File: config.mk
export PLATFORM = sky130hd
export DESIGN_NAME = dvi_in_link_monitor
export DESIGN_NICKNAME = d
export VERILOG_FILES = /design/src/rtl/dvi_in_pkg.sv /design/src/rtl/dvi_in_line_timer.sv /design/src/rtl/dvi_in_link_monitor.sv
export SDC_FILE = /design/constraint.sdc
export NUM_CORES = 1
export LEC_CHECK = 0
export CAP_MARGIN = 20
export CORE_UTILIZATION = 40
export DETAILED_ROUTE_END_ITERATION = 8
export PLACE_DENSITY = 0.55
export SLEW_MARGIN = 15
export SYNTH_ARGS = -nofsm -noshare
export SYNTH_HDL_FRONTEND = slang
export SYNTH_SLANG_ARGS = --single-unit
File: constraint.sdc
create_clock -name pclk1x -period 4.55 [get_ports pclk1x]
set_input_delay 0.91 -clock pclk1x [delete_from_list [all_inputs] [get_ports pclk1x]]
set_output_delay 0.91 -clock pclk1x [all_outputs]
set_load 0.02 [all_outputs]
File: src/rtl/dvi_in_pkg.sv
// -----------------------------------------------------------------------------
// dvi_in_pkg
// Shared types and defaults for the DVI/HDMI receive-path link monitor.
//   link_state_t : supervisor FSM states
//   DEF_*        : default parameter values for the monitor and its line timer
//   ALL_ALIGNED  : ch_aligned pattern meaning all three TMDS channels aligned
//   sat_inc8     : saturating 8-bit increment used for the retry counter
// -----------------------------------------------------------------------------
package dvi_in_pkg;

  typedef enum logic [2:0] {
    WAIT_RST   = 3'd0,
    WAIT_ALIGN = 3'd1,
    VERIFY     = 3'd2,
    UP         = 3'd3,
    REQUEST    = 3'd4
  } link_state_t;

  localparam int DEF_LINE_W        = 12;
  localparam int DEF_TMO_W         = 20;
  localparam int DEF_ALIGN_TIMEOUT = 1000000;
  localparam int DEF_STABLE_LINES  = 16;
  localparam int DEF_MAX_BAD_LINES = 4;

  localparam logic [2:0] ALL_ALIGNED = 3'b111;

  // Increment that sticks at 255 instead of wrapping.
  function automatic logic [7:0] sat_inc8(input logic [7:0] v);
    if (v == 8'hFF) begin
      return 8'hFF;
    end else begin
      return v + 8'd1;
    end
  endfunction

endpackage

File: src/rtl/dvi_in_line_timer.sv
// -----------------------------------------------------------------------------
// dvi_in_line_timer
// Measures the decoded hsync period in pclk1x cycles.
//   clk          in   pixel clock (pclk1x)
//   rst_n        in   synchronous active-low reset
//   hsync        in   decoded hsync from channel 0
//   period_valid out  one-cycle strobe on each registered hsync rising edge
//   period       out  cycles since the previous edge (counter + 1)
//   hs_timeout   out  period counter saturated, no edge seen for too long
// -----------------------------------------------------------------------------
module dvi_in_line_timer
  import dvi_in_pkg::*;
#(
  parameter int LINE_W = DEF_LINE_W
) (
  input  logic              clk,
  input  logic              rst_n,
  input  logic              hsync,
  output logic              period_valid,
  output logic [LINE_W-1:0] period,
  output logic              hs_timeout
);

  localparam logic [LINE_W-1:0] CNT_MAX = {LINE_W{1'b1}};
  localparam logic [LINE_W-1:0] CNT_ONE = LINE_W'(1);

  logic              hs_q,      hs_d;
  logic              hs_prev_q, hs_prev_d;
  logic [LINE_W-1:0] cnt_q,     cnt_d;
  logic              rise;

  // Edge detect on the registered hsync and next value of the period counter.
  always_comb begin
    hs_d       = hsync;
    hs_prev_d  = hs_q;
    rise       = hs_q & ~hs_prev_q;
    hs_timeout = (cnt_q == CNT_MAX);
    if (rise) begin
      cnt_d = '0;
    end else if (hs_timeout) begin
      cnt_d = cnt_q;
    end else begin
      cnt_d = cnt_q + CNT_ONE;
    end
    // A saturated counter reports the ceiling rather than wrapping to zero.
    if (hs_timeout) begin
      period = CNT_MAX;
    end else begin
      period = cnt_q + CNT_ONE;
    end
    period_valid = rise;
  end

  // hsync sampling registers and period counter.
  always_ff @(posedge clk) begin
    if (!rst_n) begin
      hs_q      <= 1'b0;
      hs_prev_q <= 1'b0;
      cnt_q     <= '0;
    end else begin
      hs_q      <= hs_d;
      hs_prev_q <= hs_prev_d;
      cnt_q     <= cnt_d;
    end
  end

endmodule

File: src/rtl/dvi_in_link_monitor.sv
// -----------------------------------------------------------------------------
// dvi_in_link_monitor
// Supervises the DVI/HDMI receive path after PLL lock: waits for word
// alignment on all TMDS channels, verifies a stable hsync period, reports the
// link as up, and requests a receive-path reset when bring-up fails or the
// link is lost.
//   pclk1x      in   pixel clock
//   rst_n       in   synchronous active-low reset
//   locked      in   PLL/MMCM lock
//   in_rst      in   receive-path reset currently applied (reset controller)
//   ch_aligned  in   per-channel word-alignment done
//   hsync       in   decoded hsync, channel 0
//   rst_request out  reset request to the reset controller
//   link_up     out  link verified and stable
//   line_period out  last accepted hsync period in pclk1x cycles
//   retry_count out  saturating count of issued reset requests
// -----------------------------------------------------------------------------
module dvi_in_link_monitor
  import dvi_in_pkg::*;
#(
  parameter int LINE_W        = DEF_LINE_W,
  parameter int TMO_W         = DEF_TMO_W,
  parameter int ALIGN_TIMEOUT = DEF_ALIGN_TIMEOUT,
  parameter int STABLE_LINES  = DEF_STABLE_LINES,
  parameter int MAX_BAD_LINES = DEF_MAX_BAD_LINES
) (
  input  logic              pclk1x,
  input  logic              rst_n,
  input  logic              locked,
  input  logic              in_rst,
  input  logic [2:0]        ch_aligned,
  input  logic              hsync,
  output logic              rst_request,
  output logic              link_up,
  output logic [LINE_W-1:0] line_period,
  output logic [7:0]        retry_count
);

  localparam int GOOD_W = $clog2(STABLE_LINES + 1);
  localparam int BAD_W  = $clog2(MAX_BAD_LINES + 1);

  localparam logic [TMO_W-1:0]  TMO_LAST  = TMO_W'(ALIGN_TIMEOUT - 1);
  localparam logic [TMO_W-1:0]  TMO_ONE   = TMO_W'(1);
  localparam logic [GOOD_W-1:0] GOOD_ONE  = GOOD_W'(1);
  localparam logic [GOOD_W-1:0] GOOD_DONE = GOOD_W'(STABLE_LINES);
  localparam logic [BAD_W-1:0]  BAD_ONE   = BAD_W'(1);
  localparam logic [BAD_W-1:0]  BAD_LIMIT = BAD_W'(MAX_BAD_LINES);

  link_state_t       state_q,       state_d;
  logic [TMO_W-1:0]  tmo_q,         tmo_d;
  logic [GOOD_W-1:0] good_q,        good_d;
  logic [BAD_W-1:0]  bad_q,         bad_d;
  logic [LINE_W-1:0] ref_period_q,  ref_period_d;
  logic              ref_seen_q,    ref_seen_d;
  logic [LINE_W-1:0] line_period_q, line_period_d;
  logic              link_up_q,     link_up_d;
  logic              rst_request_q, rst_request_d;
  logic [7:0]        retry_q,       retry_d;

  logic              period_valid;
  logic [LINE_W-1:0] period;
  logic              hs_timeout;
  logic              all_aligned;
  logic              tmo_expired;
  logic [GOOD_W-1:0] good_next;
  logic [BAD_W-1:0]  bad_next;

  dvi_in_line_timer #(
    .LINE_W (LINE_W)
  ) u_line_timer (
    .clk          (pclk1x),
    .rst_n        (rst_n),
    .hsync        (hsync),
    .period_valid (period_valid),
    .period       (period),
    .hs_timeout   (hs_timeout)
  );

  // Next-state, counter and output logic of the supervisor FSM.
  always_comb begin
    state_d       = state_q;
    tmo_d         = tmo_q;
    good_d        = good_q;
    bad_d         = bad_q;
    ref_period_d  = ref_period_q;
    ref_seen_d    = ref_seen_q;
    line_period_d = line_period_q;
    retry_d       = retry_q;

    all_aligned = (ch_aligned == ALL_ALIGNED);
    tmo_expired = (tmo_q == TMO_LAST);
    good_next   = (period == ref_period_q) ? (good_q + GOOD_ONE) : GOOD_ONE;
    bad_next    = bad_q + BAD_ONE;

    // Lock loss overrides every state; the reset controller handles it itself.
    if (!locked) begin
      state_d = WAIT_RST;
    end else begin
      case (state_q)
        WAIT_RST: begin
          if (!in_rst) begin
            state_d = WAIT_ALIGN;
            tmo_d   = '0;
          end else begin
            state_d = WAIT_RST;
          end
        end

        WAIT_ALIGN: begin
          // Timeout is checked first so it wins over a late alignment.
          if (tmo_expired) begin
            state_d = REQUEST;
          end else if (all_aligned) begin
            state_d      = VERIFY;
            tmo_d        = '0;
            good_d       = '0;
            ref_period_d = '0;
            ref_seen_d   = 1'b0;
          end else begin
            tmo_d = tmo_q + TMO_ONE;
          end
        end

        VERIFY: begin
          if (!all_aligned || hs_timeout || tmo_expired) begin
            state_d = REQUEST;
          end else begin
            tmo_d = tmo_q + TMO_ONE;
            if (period_valid) begin
              // The first edge only anchors timing; its period predates VERIFY.
              if (!ref_seen_q) begin
                ref_seen_d = 1'b1;
              end else begin
                good_d       = good_next;
                ref_period_d = period;
                if (good_next == GOOD_DONE) begin
                  state_d       = UP;
                  line_period_d = period;
                  bad_d         = '0;
                end else begin
                  state_d = VERIFY;
                end
              end
            end else begin
              state_d = VERIFY;
            end
          end
        end

        UP: begin
          if (!all_aligned || hs_timeout) begin
            state_d = REQUEST;
          end else if (period_valid) begin
            if (period == line_period_q) begin
              bad_d = '0;
            end else begin
              bad_d = bad_next;
              if (bad_next == BAD_LIMIT) begin
                state_d = REQUEST;
              end else begin
                state_d = UP;
              end
            end
          end else begin
            state_d = UP;
          end
        end

        REQUEST: begin
          if (in_rst) begin
            state_d = WAIT_RST;
          end else begin
            state_d = REQUEST;
          end
        end

        default: begin
          state_d = WAIT_RST;
        end
      endcase
    end

    // One retry per entry into REQUEST, never while already there.
    if ((state_d == REQUEST) && (state_q != REQUEST)) begin
      retry_d = sat_inc8(retry_q);
    end else begin
      retry_d = retry_q;
    end

    link_up_d     = (state_d == UP);
    rst_request_d = (state_d == REQUEST);
  end

  // State, counters and registered outputs.
  always_ff @(posedge pclk1x) begin
    if (!rst_n) begin
      state_q       <= WAIT_RST;
      tmo_q         <= '0;
      good_q        <= '0;
      bad_q         <= '0;
      ref_period_q  <= '0;
      ref_seen_q    <= 1'b0;
      line_period_q <= '0;
      link_up_q     <= 1'b0;
      rst_request_q <= 1'b0;
      retry_q       <= 8'd0;
    end else begin
      state_q       <= state_d;
      tmo_q         <= tmo_d;
      good_q        <= good_d;
      bad_q         <= bad_d;
      ref_period_q  <= ref_period_d;
      ref_seen_q    <= ref_seen_d;
      line_period_q <= line_period_d;
      link_up_q     <= link_up_d;
      rst_request_q <= rst_request_d;
      retry_q       <= retry_d;
    end
  end

  assign rst_request = rst_request_q;
  assign link_up     = link_up_q;
  assign line_period = line_period_q;
  assign retry_count = retry_q;

endmodule

==> results of run 1 <==
[registers in the layout, indices dropped and copies added, names as in the netlist, 3 cells and up]
signal	cells
good_q	5
retry_count	8
state_q	3
u_line_timer.cnt_q	12
ref_period_q	12
bad_q	3
tmo_q	20
line_period	12
[per-layer routing]
| metal | GRT usage (%) | share of wire (%) |
|---|---|---|
| met4 | 6.250 | 1.5 |
| met5 | 0 | 0 |
| met1 | 25.41 | 50 |
| met3 | 3.985 | 3.6 |
| met2 | 29.08 | 45 |
[layout make-up]
class	count	area [um2]	area share, %
timing repair buffer	31	305.3	6.196
clock inverter	5	80.08	1.625
tap	136	170.2	3.454
inverter	10	37.54	0.7618
clock buffer	11	141.4	2.869
sequential	80	1602	32.50
multi-input combinational	413	2591	52.59
[how the worst max path moves through the flow]
| stage | start | endpoint | slack, ns | cells after the start |
|---|---|---|---|---|
| after floorplan | u_line_timer.cnt_q[1]$_SDFFE_PP0N_ | line_period[5]$_SDFFE_PN0P_ | 1.81 | 11 |
| after global placement | u_line_timer.cnt_q[0]$_SDFFE_PP0N_ | line_period[8]$_SDFFE_PN0P_ | 0.99 | 10 |
| after detailed placement | u_line_timer.cnt_q[0]$_SDFFE_PP0N_ | line_period[9]$_SDFFE_PN0P_ | 0.96 | 10 |
| after CTS | u_line_timer.cnt_q[0]$_SDFFE_PP0N_ | line_period[6]$_SDFFE_PN0P_ | 0.93 | 10 |
| after global routing | u_line_timer.cnt_q[0]$_SDFFE_PP0N_ | line_period[4]$_SDFFE_PN0P_ | 0.66 | 10 |
| final | u_line_timer.cnt_q[0]$_SDFFE_PP0N_ | line_period[6]$_SDFFE_PN0P_ | 0.93 | 10 |
[cell families (layout without fill, tap and decap cells)]
kind of cell	after synthesis	in the layout	share of synthesized area (%)
xor+xnor	35	35	7.058
compound gates	104	104	16.94
mux	13	13	3.025
simple gates	255	255	30.91
buf+inv	32	57	3.457
flops	80	80	36.88
fa+ha+maj	6	6	1.729
[synthesized netlist by cell type, types with 9 or more instances]
cell type	n
dfxtp_1	80
nor2_1	74
nand2_1	53
a21oi_1	30
nor3_1	24
xor2_1	23
nand3_1	19
nand4_1	15
o21ai_0	15
clkbuf_1	14
mux2i_1	12
xnor2_1	12
a22oi_1	11
and3_1	11
nor2b_1	10
inv_1	9
[stage by stage]
step           setup slack [ns]  utilization [%]  std cells  cell area [um2]   power, W
3_3_place_gp             0.9886            45.18        670             4706  0.0007959
4_1_cts                  0.9268            47.30        686             4927   0.001378
6_report                 0.9269            47.30        686             4927   0.001364
2_1_floorplan             1.813                -        525             4343  0.0007738
5_1_grt                  0.6640            47.30        686             4927   0.001418
3_5_place_dp             0.9634            45.18        670             4706  0.0007967
[report_power, final]
part,internal [W],leakage [nW],switching [W]
sequential,0.000704,0.645,0.00000617
clock,0.000323,0.106,0.000260
combinational,0.0000249,0.973,0.0000452
total,0.00105,1.72,0.000312
[critical path, delay by kind of cell, from the launching register on]
kind | cells | cell delay, ns
muxes | 1 | 0.41
and+or+nand+nor | 6 | 2.03
DFF | 1 | 0.52
xor gates and xnor gates | 1 | 0.17
adders and majority gates | 1 | 0.27
AOI/OAI and AO/OA | 1 | 0.13
==> impl_results.md, run 1 <==
* RePlAce Congestion at 0.8691
* CP max stage delay at 0.52 ns
* First-pass GRT wire length at 16940 um
* Clk sink count at 80
* Max Fclk at 0.2760 GHz
* Setup TNS at 0 ns
* Pwr dens at 276.8 mW/mm2
* Antenna viol nets, final at 0
* Hold path depth at 1
* Vias per inst at 5.579
* Max-slew violation count at 0
* Detailed router's first-iteration violation count at 139
* Die H at 106.2 um
* Leakage at 1.724 nW
* Die area at 0.01128 mm2
* Flop-to-flop setup slack at 0.93 ns
* Clk_skew at 0.01100 ns
* DRC at 0
* Fraction of registers with async set/reset at 0%
* Flops & latches, synth at 80
* Final hold slack at 0.4523 ns
* Tmin final at 3.623 ns
* Reg-to-Reg Start: u_line_timer.cnt_q[0]$_SDFFE_PP0N_
* Crit start category: flop
* Unrepaired setup endpoints after global routing: no
* Tcrit/Tclk final at 79.63%
* Ys Warns at 0
* Post-synthesis sequential area ratio at 36.88%
* Largest area contributor in the netlist: dfxtp_1
* Grt total ovfl at 0
* Worst setup EP type: flop
* Max Buffers Root-to-Sink at 2
* Ratio of cells with drive above 1 in the final layout at 7.091%
* Buffers on Ports at 29
* Initial Util at 41.69%
* Number of global-route vias before repair at 3512
* HP Start: u_line_timer.hs_prev_d$_SDFF_PN0_
* Post-synth top area share at 36.88%
* Worst r2r dst: line_period[6]$_SDFFE_PN0P_
* Final setup vio count at 0
* EDFF count, synth at 0
* Min-delay worst type: flop to flop
* Layout area overhead at 13.45%
* Routed len/inst at 14.67 um
* Initial antenna violation count at 0
* Clock Latency Late Sink at 0.36 ns
* Top post-synthesis cells by area: dfxtp_1, nor2_1, xor2_1
* Slowest-stage cell, CP: dfxtp_1
* Synth cell types at 72
* Via count at 3827
* Commonest non-fill, non-tap cells in the layout: dfxtp_1, nor2_1, nand2_1, a21oi_1, clkdlybuf4s50_1
* Cells along the critical path: ha_1, nand3_2, nor3_1, mux2_2, xnor2_1, nand3_1, nor4_4, nand4_4, or2_0, a21oi_1
* Worst-Margin Slew at 0.6099 ns
* Pre-antenna DRT Iters at 4
* CTS Hold Bufs at 0
* Commonest non-fill, non-tap cell in the layout: dfxtp_1
* Post-synth net total at 539
* Final Hold Fails at 0
* H-tree levels at 3
* Layout Nets at 559
* TritonCTS clock tree: done
* Post CTS Setup Buffer Count at 0
* Ys flop type: dfxtp_1
* Pin count of the biggest net entering global routing at 35
* Routed wire length at 10060 um
* Status: completed
* Avg Cell Area, Syn at 8.272 um2
* CTS Buf Count at 9
* CORE AREA at 0.01042 mm2
* Dpl hpwl at 7125 um
* Crit Path Class: flop to flop
* Max-Cap Viols at 0
* Worst Path Required at 4.84 ns
* Root buffer cell: clkbuf_8
* Reg clk slew, reported paths at 0.09 ns
* Post_cts resized at 0
* Row count at 37
* Max-slew headroom at 58.90%
* Post-synthesis cell area at 0.004343 mm2
* Hold Crit Endpoint: u_line_timer.hs_prev_q$_SDFF_PN0_
* Arrival time worst endpoint at 3.91 ns
* ANT cells at 0
* Critical path peak fanout at 17
* Reg2reg path depth at 10
* Fillers at 1045
* Die width at 106.2 um
* Cell count after synthesis at 525
* Total global routing track utilization at 18.64%
* Peak supply drop at 0.1608 mV
* I/O pin count at 30
Note: power is estimated with default switching activity, not from simulation.
==> run 2, diff against run 1 <==
==> constraint.sdc (replaced) <==
create_clock -name pclk1x -period 3.8 [get_ports pclk1x]
set_input_delay 0.76 -clock pclk1x [delete_from_list [all_inputs] [get_ports pclk1x]]
set_output_delay 0.76 -clock pclk1x [all_outputs]
set_load 0.02 [all_outputs]
==> impl_results.md, run 2 (synthesis gave the netlist of run 1 again) <==
* First-pass GRT wire length at 17670 um
* CTS Buf Count at 9
* Final setup vio count at 0
* Crit start category: flop
* DRC at 0
* Vias per inst at 5.540
* Clock Latency Late Sink at 0.36 ns
* ANT cells at 0
* Leakage at 1.748 nW
* Via count at 3828
* Pwr dens at 330.4 mW/mm2
* CORE AREA at 0.01042 mm2
* Pre-antenna DRT Iters at 4
* Ratio of cells with drive above 1 in the final layout at 7.928%
* Status: completed
* Slowest-stage cell, CP: dfxtp_1
* Cells along the critical path: ha_1, nand3_2, nor3_1, mux2_2, xnor2_1, nand3_1, nor4_4, nand4_4, or2_0, a21oi_1
* Met3 Use GR at 3.372%
* Die width at 106.2 um
* Clk sink count at 80
* Final hold slack at 0.4527 ns
* Grt total ovfl at 0
* Row count at 37
* I/O pin count at 30
* Tmin final at 3.358 ns
* Routed len/inst at 14.84 um
* Die area at 0.01128 mm2
* Storage element area at 0.001602 mm2
* Worst setup EP type: flop
* Min setup slack post-route at 0.4420 ns
* GR Util met1 at 27.18%
* Multi-input gate area at 0.002591 mm2
* TritonCTS clock tree: done
* CTS Hold Bufs at 0
* Unrepaired setup endpoints after global routing: no
* M2 GR Usage at 31.08%
* Detailed router's first-iteration violation count at 179
* Setup TNS at 0 ns
* Worst-Margin Slew at 0.6488 ns
* Dpl ws at 0.4416 ns
* Max-slew headroom at 56.28%
* Routed wire length at 10250 um
* Post CTS Setup Buffer Count at 0
* Number of global-route vias before repair at 3592
* Reg clk slew, reported paths at 0.09 ns
* Antenna viol nets, final at 0
* Peak supply drop at 0.1772 mV
* CP max stage delay at 0.52 ns
* Commonest non-fill, non-tap cells in the layout: dfxtp_1, nor2_1, nand2_1, a21oi_1, clkdlybuf4s50_1
* Max Buffers Root-to-Sink at 2
* Min-delay worst type: flop to flop
* Top reg by flops: tmo_q
* Post_cts resized at 0
* Layout area overhead at 14.32%
* Dpl hpwl at 7248 um
* Buffers on Ports at 29
* Initial Util at 41.69%
* H-tree levels at 3
* Global route hottest layer: met2
* Commonest non-fill, non-tap cell in the layout: dfxtp_1
* Max Fclk at 0.2978 GHz
* Arrival time worst endpoint at 3.65 ns
* Root buffer cell: clkbuf_8
* Fillers at 1046
* Worst Path Required at 4.10 ns
* Crit Path Class: flop to flop
* Critical path peak fanout at 17
* Final Core Density at 47.66%
* Max FFs per register at 20
* Total global routing track utilization at 19.71%
* Max-Cap Viols at 0
* Tcrit/Tclk final at 88.37%
* Initial antenna violation count at 0
* Pin count of the biggest net entering global routing at 35
* Die H at 106.2 um
* Final Hold Fails at 0
* RePlAce Congestion at 0.8461
* Layout Nets at 564
* Clk_skew at 0.009537 ns
* Max-slew violation count at 0
## run 2: cell types whose count changed in the layout (fill, tap and decap cells not counted), sizes merged
cell	before	now
buf	2	7
## run 2: path summary, 6_finish.rpt
| kind | from | slack, ns | to | depth (start not counted) |
|---|---|---|---|---|
| setup / recovery | u_line_timer.cnt_q[0]$_SDFFE_PP0N_ | 0.44 | line_period[7]$_SDFFE_PN0P_ | 10 |
| hold / removal | u_line_timer.hs_prev_d$_SDFF_PN0_ | 0.45 | u_line_timer.hs_prev_q$_SDFF_PN0_ | 1 |
| setup reg to reg | u_line_timer.cnt_q[0]$_SDFFE_PP0N_ | 0.44 | line_period[7]$_SDFFE_PN0P_ | 10 |
| hold reg to reg | u_line_timer.hs_prev_d$_SDFF_PN0_ | 0.45 | u_line_timer.hs_prev_q$_SDFF_PN0_ | 1 |
## run 2: per-layer routing
layer	vias to the layer above	routed length, um	part of all wire, %
met5	-	0	0
met3	13	412	4.0
li1	1930	-	-
met2	83	4734	46
met1	1802	4959	48
met4	0	145	1.4
## run 2: area by class of cell
class	count	share of cell area, %
Sequential cell	80	32.26
Timing Repair Buffer	36	6.905
Inverter	10	0.7560
Clock buffer	11	2.848
Clock inverter	5	1.613
Multi-Input combinational cell	413	52.19
Tap cell	136	3.427
## run 2: through the flow
step	power (W)	area [um2]	cells
2_1_floorplan	0.0009266	4343	525
3_3_place_gp	0.0009537	4743	675
3_5_place_dp	0.0009548	4743	675
4_1_cts	0.001666	4965	691
5_1_grt	0.001711	4965	691
6_report	0.001640	4965	691
## run 2: report_power, final
part           internal (W)  switching, W  leakage, nW
logic             0.0000305     0.0000545        0.997
registers          0.000842    0.00000743        0.645
clock network      0.000387      0.000318        0.106
## run 2: worst max-delay path: cells and delay by family (launching register included)
family          cells  cell delay [ns]
fa+ha+maj           1             0.28
simple gates        6             1.79
xor+xnor            1             0.15
mux                 1             0.41
flops               1             0.52
compound gates      1             0.13
==> run 3, diff against run 2 <==
--- a/config.mk
+++ b/config.mk
@@ -6,6 +6,7 @@
 export NUM_CORES = 1
 export LEC_CHECK = 0
 export CAP_MARGIN = 20
+export CORE_ASPECT_RATIO = 0.8
 export CORE_UTILIZATION = 40
 export DETAILED_ROUTE_END_ITERATION = 8
 export PLACE_DENSITY = 0.55
==> impl_results.md, run 3 (synthesis gave the netlist of run 1 again) <==
* Status: completed
* ANT cells at 0
* Leakage at 1.800 nW
* Net Switching at 0.0003929 W
* Commonest non-fill, non-tap cells in the layout: dfxtp_1, nor2_1, nand2_1, a21oi_1, clkdlybuf4s50_1
* Ratio of cells with drive above 1 in the final layout at 8.079%
* Max-slew headroom at 46.06%
* Clock Latency Late Sink at 0.34 ns
* Final Hold Fails at 0
* Slowest-stage cell, CP: dfxtp_1
* Worst Path Required at 4.06 ns
* Layout area overhead at 16.59%
* P_int at 0.001420 W
* H-tree levels at 3
* DRC at 0
* Pin count of the biggest net entering global routing at 36
* Commonest non-fill, non-tap cell in the layout: dfxtp_1
* Routed len/inst at 14.96 um
* Top reg by flops: tmo_q
* Bufs and invs on worst path at 0
* Initial antenna violation count at 0
* Worst setup EP type: flop
* Peak supply drop at 0.2430 mV
* Tmin final at 3.392 ns
* Grt total ovfl at 0
* Die width at 118.5 um
* Number of global-route vias before repair at 3471
* Initial Util at 41.74%
* First-pass GRT wire length at 17190 um
* I/O pin count at 30
* RePlAce Congestion at 0.8459
* Die area at 0.01128 mm2
* Final setup vio count at 0
* Buffers on Ports at 29
* CTS Buf Count at 9
* Critical path peak fanout at 17
* Die H at 95.20 um
* Pre-antenna DRT Iters at 5
* Max Buffers Root-to-Sink at 2
* Total global routing track utilization at 19.55%
* Crit start category: flop
* Unrepaired setup endpoints after global routing: no
* Vias per inst at 5.466
* Detailed router's first-iteration violation count at 222
* Final Cell Area at 0.005064 mm2
* Largest delay share family, worst path: simple AND/OR/NAND/NOR gates
* Crit Path Class: flop to flop
* Max Fclk at 0.2948 GHz
* CP max stage delay at 0.51 ns
* Reg clk slew, reported paths at 0.06 ns
* Clk_skew at 0.004397 ns
* CORE AREA at 0.01041 mm2
* Final Core Density at 48.67%
* Cells along the critical path: ha_1, nand3_2, nor3_1, mux2_2, xnor2_1, nand3_1, nor4_4, nand4_4, or2_0, a21oi_1
* TritonCTS clock tree: done
* Min-delay worst type: flop to flop
* Pwr Total at 0.001813 W
* Arrival time worst endpoint at 3.65 ns
* Final hold slack at 0.4474 ns
* Sequential Power Share at 47.0%
* Cell Area, Placed at 0.004763 mm2
* Root buffer cell: clkbuf_16
* Storage element area at 0.001602 mm2
* Max-Cap Viols at 0
* Fillers at 1060
* Clock Power Share at 48.1%
* Max-slew violation count at 0
* Routed wire length at 10430 um
* Layout Nets at 566
* Worst-Margin Slew at 0.8004 ns
* Clk sink count at 80
* Tcrit/Tclk final at 89.26%
* Logic pwr share at 4.9%
* Sw frac at 21.68%
* Dpl hpwl at 7477 um
* Max FFs per register at 20
* Pwr dens at 358.0 mW/mm2
* Setup TNS at 0 ns
* Antenna viol nets, final at 0
* CTS Hold Bufs at 0
* Multi-input gate area at 0.002591 mm2
* Via count at 3810
* Post_cts resized at 0
* Post CTS Setup Buffer Count at 0
* Row count at 33
run 3: metal layers:
metal,track usage (%),vias up,wire (um)
met2,29.51,87,4356
li1,-,1936,-
met5,0,-,0
met4,7.173,0,116
met3,5.084,9,511
met1,26.88,1778,5443
run 3: stage by stage:
step | worst slack [ns] | cells
after floorplan | 1.063 | 525
final | 0.4081 | 697
after detailed placement | 0.3303 | 681
after global placement | 0.4053 | 681
after global routing | 0.1519 | 697
after CTS | 0.4010 | 697
run 3: layout make-up:
class / instances / area share (%)
clock buffers: 13 / 5.140
clock inverters: 3 / 0.7907
inverters: 10 / 0.7413
flip-flops and latches: 80 / 31.63
repair buffers: 38 / 7.067
well taps: 140 / 3.459
multi-input cells: 413 / 51.17
run 3: final timing paths:
check                                      endpoint  slack, ns                                from  depth (start not counted)
setup / recovery        line_period[6]$_SDFFE_PN0P_       0.41  u_line_timer.cnt_q[0]$_SDFFE_PP0N_                         10
hold / removal    u_line_timer.hs_prev_q$_SDFF_PN0_       0.45   u_line_timer.hs_prev_d$_SDFF_PN0_                          1
setup reg to reg        line_period[6]$_SDFFE_PN0P_       0.41  u_line_timer.cnt_q[0]$_SDFFE_PP0N_                         10
hold reg to reg   u_line_timer.hs_prev_q$_SDFF_PN0_       0.45   u_line_timer.hs_prev_d$_SDFF_PN0_                          1
run 3: power groups by stage:
| stage | clock [W] | combinational (W) | sequential [W] |
|---|---|---|---|
| after detailed placement | 0 | 0.0000886 | 0.000870 |
| final | 0.000872 | 0.0000894 | 0.000851 |
| after global routing | 0.000934 | 0.0000974 | 0.000852 |
| after CTS | 0.000897 | 0.0000889 | 0.000851 |
| after global placement | 0 | 0.0000877 | 0.000870 |
| after floorplan | 0 | 0.0000609 | 0.000866 |
